$ cat config.mk
export PLATFORM = sky130hd
export DESIGN_NAME = gf_pipe_adder
export DESIGN_NICKNAME = d
export VERILOG_FILES = /design/src/rtl/gf_pipe_adder.sv
export SDC_FILE = /design/constraint.sdc
export NUM_CORES = 1
export LEC_CHECK = 0
export CAP_MARGIN = 15
export CORE_MARGIN = 2
export CORE_UTILIZATION = 50
export DETAILED_ROUTE_END_ITERATION = 10
export GPL_TIMING_DRIVEN = 0
export MAX_ROUTING_LAYER = met4
export PLACE_DENSITY = 0.76
export SYNTH_ARGS = -nofsm -noshare
export SYNTH_HDL_FRONTEND = slang
export SYNTH_SLANG_ARGS = --single-unit
export TNS_END_PERCENT = 10
$ cat constraint.sdc
create_clock -name clk -period 5.9 [get_ports clk]
set_clock_uncertainty 0.15 [all_clocks]
set_input_delay 1.475 -clock clk [delete_from_list [all_inputs] [get_ports clk]]
set_output_delay 1.475 -clock clk [all_outputs]
set_load 0.03 [all_outputs]
$ cat src/rtl/gf_pipe_adder.sv
// gf_pipe_adder
//   Pipelined dual-mode adder. Each transaction carries a mode tag:
//   binary (carry-propagate add with carry-in) or GF(2^m) (carry-free XOR).
//   The carry chain is cut into STAGES chunks of CHUNK bits. Stage k adds
//   chunk k and registers it together with the carry into chunk k+1.
//   Operand chunks that have not been added yet travel down the pipe next to
//   the finished sum chunks, so every transaction leaves as one aligned word.
//
// Ports
//   clk, rst            clock, synchronous active-high reset
//   in_valid/in_ready   input handshake; in_ready = !out_valid || out_ready
//   in_gf, in_cin       mode tag (1 = XOR), carry-in (binary mode only)
//   in_a, in_b          operands, WIDTH bits
//   out_valid/out_ready output handshake
//   out_sum, out_cout   result and carry-out (carry-out is 0 in GF mode)
//   out_gf              mode tag of the result
module gf_pipe_adder #(
    parameter int WIDTH  = 32,
    parameter int STAGES = 4
) (
    input  logic             clk,
    input  logic             rst,
    input  logic             in_valid,
    output logic             in_ready,
    input  logic             in_gf,
    input  logic             in_cin,
    input  logic [WIDTH-1:0] in_a,
    input  logic [WIDTH-1:0] in_b,
    output logic             out_valid,
    input  logic             out_ready,
    output logic [WIDTH-1:0] out_sum,
    output logic             out_cout,
    output logic             out_gf
);

    localparam int CHUNK = (STAGES > 0) ? (WIDTH / STAGES) : 1;

    generate
        if (WIDTH < 1 || STAGES < 1 || (WIDTH % STAGES) != 0) begin : g_bad_params
            $error("gf_pipe_adder: STAGES must be >= 1 and divide WIDTH");
        end
    endgenerate

    // Pipeline registers, indexed [stage][chunk]. Stage k keeps finished sum
    // chunks 0..k and the still-pending operand chunks k+1..STAGES-1.
    logic [CHUNK-1:0]  a_skew_reg   [STAGES][STAGES];
    logic [CHUNK-1:0]  b_skew_reg   [STAGES][STAGES];
    logic [CHUNK-1:0]  sum_skew_reg [STAGES][STAGES];
    logic [STAGES-1:0] vld_reg;
    logic [STAGES-1:0] gf_reg;
    logic [STAGES-1:0] cy_reg;

    // Values feeding each stage: the input port for stage 0, otherwise the
    // registers of the previous stage.
    logic [CHUNK-1:0]  a_src   [STAGES][STAGES];
    logic [CHUNK-1:0]  b_src   [STAGES][STAGES];
    logic [CHUNK-1:0]  sum_src [STAGES][STAGES];
    logic [STAGES-1:0] vld_src;
    logic [STAGES-1:0] gf_src;
    logic [STAGES-1:0] cy_src;

    logic [CHUNK-1:0]  sum_next [STAGES];
    logic [STAGES-1:0] cy_next;

    logic adv;

    // One global enable: the whole pipe moves or the whole pipe holds.
    assign adv      = ~vld_reg[STAGES-1] | out_ready;
    assign in_ready = adv;

    generate
        for (genvar gi = 0; gi < STAGES; gi++) begin : g_stage
            logic [CHUNK:0] bin_sum;

            for (genvar gj = 0; gj < STAGES; gj++) begin : g_chunk
                if (gi == 0) begin : g_first
                    assign a_src[gi][gj]   = in_a[gj*CHUNK +: CHUNK];
                    assign b_src[gi][gj]   = in_b[gj*CHUNK +: CHUNK];
                    assign sum_src[gi][gj] = '0;
                end else begin : g_next
                    assign a_src[gi][gj]   = a_skew_reg[gi-1][gj];
                    assign b_src[gi][gj]   = b_skew_reg[gi-1][gj];
                    assign sum_src[gi][gj] = sum_skew_reg[gi-1][gj];
                end
            end

            if (gi == 0) begin : g_ctl_first
                assign vld_src[gi] = in_valid;
                assign gf_src[gi]  = in_gf;
                assign cy_src[gi]  = in_cin & ~in_gf;
            end else begin : g_ctl_next
                assign vld_src[gi] = vld_reg[gi-1];
                assign gf_src[gi]  = gf_reg[gi-1];
                assign cy_src[gi]  = cy_reg[gi-1] & ~gf_reg[gi-1];
            end

            // Both modes share the chunk adder; GF mode takes the XOR and
            // kills the outgoing carry so nothing leaks into the next chunk.
            assign bin_sum = {1'b0, a_src[gi][gi]} + {1'b0, b_src[gi][gi]}
                           + {{CHUNK{1'b0}}, cy_src[gi]};
            assign sum_next[gi] = gf_src[gi] ? (a_src[gi][gi] ^ b_src[gi][gi])
                                             : bin_sum[CHUNK-1:0];
            assign cy_next[gi]  = bin_sum[CHUNK] & ~gf_src[gi];
        end
    endgenerate

    always_ff @(posedge clk) begin
        if (rst) begin
            vld_reg <= '0;
            gf_reg  <= '0;
            cy_reg  <= '0;
            for (int k = 0; k < STAGES; k++) begin
                for (int j = 0; j < STAGES; j++) begin
                    a_skew_reg[k][j]   <= '0;
                    b_skew_reg[k][j]   <= '0;
                    sum_skew_reg[k][j] <= '0;
                end
            end
        end else if (adv) begin
            vld_reg <= vld_src;
            gf_reg  <= gf_src;
            cy_reg  <= cy_next;
            for (int k = 0; k < STAGES; k++) begin
                for (int j = 0; j < STAGES; j++) begin
                    if (j < k) begin
                        sum_skew_reg[k][j] <= sum_src[k][j];
                    end else if (j == k) begin
                        sum_skew_reg[k][j] <= sum_next[k];
                    end else begin
                        sum_skew_reg[k][j] <= '0;
                    end
                    if (j > k) begin
                        a_skew_reg[k][j] <= a_src[k][j];
                        b_skew_reg[k][j] <= b_src[k][j];
                    end else begin
                        a_skew_reg[k][j] <= '0;
                        b_skew_reg[k][j] <= '0;
                    end
                end
            end
        end
    end

    assign out_valid = vld_reg[STAGES-1];
    assign out_gf    = gf_reg[STAGES-1];
    assign out_cout  = cy_reg[STAGES-1] & ~gf_reg[STAGES-1];

    generate
        for (genvar gi = 0; gi < STAGES; gi++) begin : g_out
            assign out_sum[gi*CHUNK +: CHUNK] = sum_skew_reg[STAGES-1][gi];
        end
    endgenerate

endmodule

## Word-level counts from Yosys, hierarchy flattened

Memory sizes are Yosys's and may differ from the RTL's.
Cells that the tools add are included.
W data, S select, Z words.

| storage, ports and cells | value |
|---|---|
| register bits after elaboration | 12 |
| bits in latches | 0 |
| RAM bits | 320 |
| ROM bits | 0 |
| bits of input ports | 70 |
| output and inout port bits | 36 |
| logic and storage cells | 123 |
| memories kept | 3 |

Memory list:

| memory | depth | bits a word | read ports | clocked after Yosys merged registers in | wr ports | RTL line | RTL |
|---|---|---|---|---|---|---|---|
| sum_skew_reg | 4 | 32 | 4 | 0 | 4 | 48 | `logic [CHUNK-1:0] sum_skew_reg [STAGES][STAGES];` |
| a_skew_reg | 4 | 24 | 3 | 0 | 4 | 46 | `logic [CHUNK-1:0] a_skew_reg [STAGES][STAGES];` |
| b_skew_reg | 4 | 24 | 3 | 0 | 4 | 47 | `logic [CHUNK-1:0] b_skew_reg [STAGES][STAGES];` |

| cells by class | value |
|---|---|
| add/subtract/negate cells | 8 |
| $mul | 0 |
| div/mod/pow operators | 0 |
| $lt $le $gt $ge | 0 |
| equality and inequality tests | 0 |
| shift-type cells | 0 |
| multiplexer cells | 49 |
| bitwise gates (word level) | 60 |
| reductions and logical operators | 0 |

Operator list:

| kind | number |
|---|---|
| $mux W8 | 44 |
| $or A1 B1 Y1 | 41 |
| $add A8 B8 Y9 | 4 |
| $add A9 B1 Y9 | 4 |
| $xor A8 B8 Y8 | 4 |
| $and A1 B1 Y1 | 9 |
| $not A1 Y1 | 6 |
| $mux W1 | 5 |

## Logic depth before layout (Yosys ltp)

| depth | value |
|---|---|
| word-level depth | 6 |
| depth in mapped cells | 10 |
| mapped depth without buffers | 10 |

## Worst setup path after synthesis

OpenSTA, ideal clock, no wires.

| timing path | value |
|---|---|
| path kind | input to register |
| from | in rst |
| to | mem a_skew_reg[0][0] (netlist bit) (enable) |
| setup time | 0.568 ns |
| arrival | 5.704 ns |
| required time | 5.182 ns |
| setup slack | -0.522 ns |
| stages on the path | 1 |
| path buffers | 0 |
| cells stage by stage | nand2b_1 |

RTL lines:

| element | RTL line | RTL |
|---|---|---|
| start: declaration | 22 | `input logic rst,` |
| end: declaration | 46 |  |

## Final worst setup path

| timing path | value |
|---|---|
| from | in out_ready |
| to | out in_ready |

| on the way | value |
|---|---|
| longest elaborated chain between the ends | 1 |

RTL lines:

| element | RTL line | RTL |
|---|---|---|
| start: declaration | 30 | `input logic out_ready,` |
| $or A1 B1 Y1 | 68 | `assign adv = ~vld_reg[STAGES-1] \| out_ready;` |
| end: declaration | 24 | `output logic in_ready,` |

Every way passes these cells.

==> metrics.yaml <==
path_class: "input pin to output port"
grt_pass1_vias: 5176
totalPowerFinal_uw: 3070
routed_via_density: 5.15
cts_buffers: 17
cts_hold_buf: 0
slew_headroom_pct: 56.2
syn_avg_cell_area_sq_um: 13.7
fin_tns_setup_ns: 0
avgRoutedWirePerCell_um: 15.8
syn_area_sq_um: 8370
core-area_sq_um: 16500
grt_use_total_pct: 18.8
setup_slack_ns: 1.16
core.rowCount: 47
dr.pass1.iters: 4
synth_edf_count: 176
clk_latency_ns: 0.43
gp_congestion: 0.863
power_density_nw_per_um2: 295
antenna_found_initial: 0
die_area_sq_um: 17800
routed_wl_mm: 15.4
synth_nets: 721
switching_share_pct: 20.8
worstHoldPathType: "flop to flop"
grt_busiest_layer: "met2"
yosysUniqueCellTypes: 45
largest_reg_flops: 80
post_route_cells_drive_above_1_share_pct: 10.0
status: "finished, final reports clean"
place_area_sq_um: 9750
netlist_instances: 611
yosys_register_bits: 188
slew_viol_final: 0
seqPwrFrac_pct: 50.7
cts.repair.resized: 0
required_ns: 4.28
end_kind: "output port"
cp_max_fo: 10
nFillCells: 1228
critPathArrivalTime_ns: 3.11
io_buffers: 105
final_util_pct: 63.2
io_pins: 106
layout_common_cells: "176 x edfxtp_1, 145 x and2_1, 105 x clkdlybuf4s50_1"
crit_path_max_incr_delay_ns: 0.71
clkTransAtPathRegs_ns: 0.07
cpMaxStageDelayCell: "clkdlybuf4s50_1"
h-tree-depth: 4
final_common_cell: "edfxtp_1"
use_met1_pct: 22.5
final_area_sq_um: 10400
setup_viol: 0
rr_worst_depth: 9
tightestPinTransition_ns: 0.657
leakage_uw: 0.00427
synthArstFlopShare_pct: 0
dieWidth_um: 133
p_switching_uw: 638
grtUsageMet3_pct: 5.02
postRouteAntennaNets: 0
synth_flop_cell: "edfxtp_1"
n_antenna_cell: 0
nets: 847
area_growth_pct: 24.4
route.detailed.drc: 0
ys_seq_area_share_pct: 66.0
cts_setup_buffers: 0
cts_buffer_depth: 2
clkSinkCount: 188
irDropWorstVdd_mv: 0.203
grt.overflow.total: 0
initial_core_util_pct: 50.8
clock.fmax_mhz: 211
max_cap_violations: 0
die_y_um: 133
finalHoldViolCount: 0
grt_use_met2_pct: 30.5
clock_tree.root_cell: "clkbuf_16"
p_clk_share_pct: 40.5
final.min_clock_period_ns: 4.74
period_share_pct: 80.3
min_path_cells: 2
internal_power_uw: 2430
critical_path.most_common_cell: "clkdlybuf4s50_1"
dp_slack_ns: 1.16
vias: 4995
cts_tree: "built"
rsz0062_at_grt: "no"
critical_path.startpoint_type: "input pin"
grt_start_max_net_pins: 77
crit_chain: "clkdlybuf4s50_1 -> nor2b_1 -> buf_6 -> inv_2 -> buf_2 -> clkdlybuf4s50_1"
grt_pass1_wl_mm: 25.0
drt_iter0_markers: 377
dp_hpwl_mm: 10.8
share_comb_of_total_power_pct: 8.8
yosys_warnings: 0
-- cells by family (layout without fill, tap and decap cells) --
logic type	after synthesis	count (layout)	synth area share [%]
and+or+nand+nor	247	247	16.8
xor gates and xnor gates	16	16	1.68
adders and majority gates	40	40	6.70
DFF	188	188	66.0
AOI/OAI and AO/OA	72	72	5.67
buffers and inverters	41	180	2.29
muxes	7	7	0.838
-- worst paths after layout --
kind | start | to | slack (ns)
max | out_ready | in_ready | 1.16
min | cy_reg[3] | cy_reg[3] | 0.31
max reg2reg | gf_reg[2] | cy_reg[3] | 2.77
min reg2reg | cy_reg[3] | cy_reg[3] | 0.31
-- power groups by stage --
stage / registers [uW] / logic, uW / clock network [uW]
floorplan: 1600 / 136 / 0
global placement: 1590 / 259 / 0
detailed placement: 1590 / 269 / 0
CTS: 1560 / 272 / 1260
global route: 1570 / 298 / 1320
finish: 1560 / 271 / 1240
-- synth_stat cells, drive strengths merged (3+ instances only) --
cell | n | area, sq um
clkbuf | 3 | 11.3
dfxtp | 12 | 240
nor2b | 11 | 68.8
edfxtp | 176 | 5290
xor2 | 7 | 61.3
nand2b | 4 | 25.0
mux2i | 7 | 70.1
or3 | 7 | 43.8
o21ai | 15 | 75.1
nand3 | 3 | 15.0
xnor2 | 9 | 78.8
nor2 | 40 | 150
a21o | 6 | 46.3
fa | 8 | 160
nor3 | 4 | 25.0
nand2 | 22 | 82.6
a211oi | 5 | 57.6
and2 | 147 | 925
inv | 13 | 48.8
a21oi | 33 | 169
buf | 25 | 131
o211ai | 3 | 27.5
ha | 32 | 400
-- final cells by class --
cell class	count	area, sq um	share of cell area, %
inverters	13	48.8	0.469
well taps	220	275	2.64
clock inverters	14	215	2.07
clock buffers	18	439	4.22
plain buffers	28	143	1.37
multi-input cells	382	2660	25.5
flip-flops and latches	188	5530	53.1
repair buffers	107	1110	10.6
-- stage by stage --
| step | hold WS (ns) | cells |
|---|---|---|
| 2_1_floorplan | 0.277 | 611 |
| 3_3_place_gp | 0.289 | 936 |
| 3_5_place_dp | 0.307 | 938 |
| 4_1_cts | 0.317 | 970 |
| 5_1_grt | 0.329 | 970 |
| 6_report | 0.308 | 970 |
-- worst max-delay path: cells and delay by family --
kind | cells | cell delay (ns)
simple gates | 1 | 0.05
buf+inv | 5 | 1.59
-- per-layer routing --
metal,vias up,wire (um)
li1,2399,-
met4,0,358
met2,158,7750
met3,31,833
met5,-,0
met1,2407,6410
(Power assumes the default switching activity.)
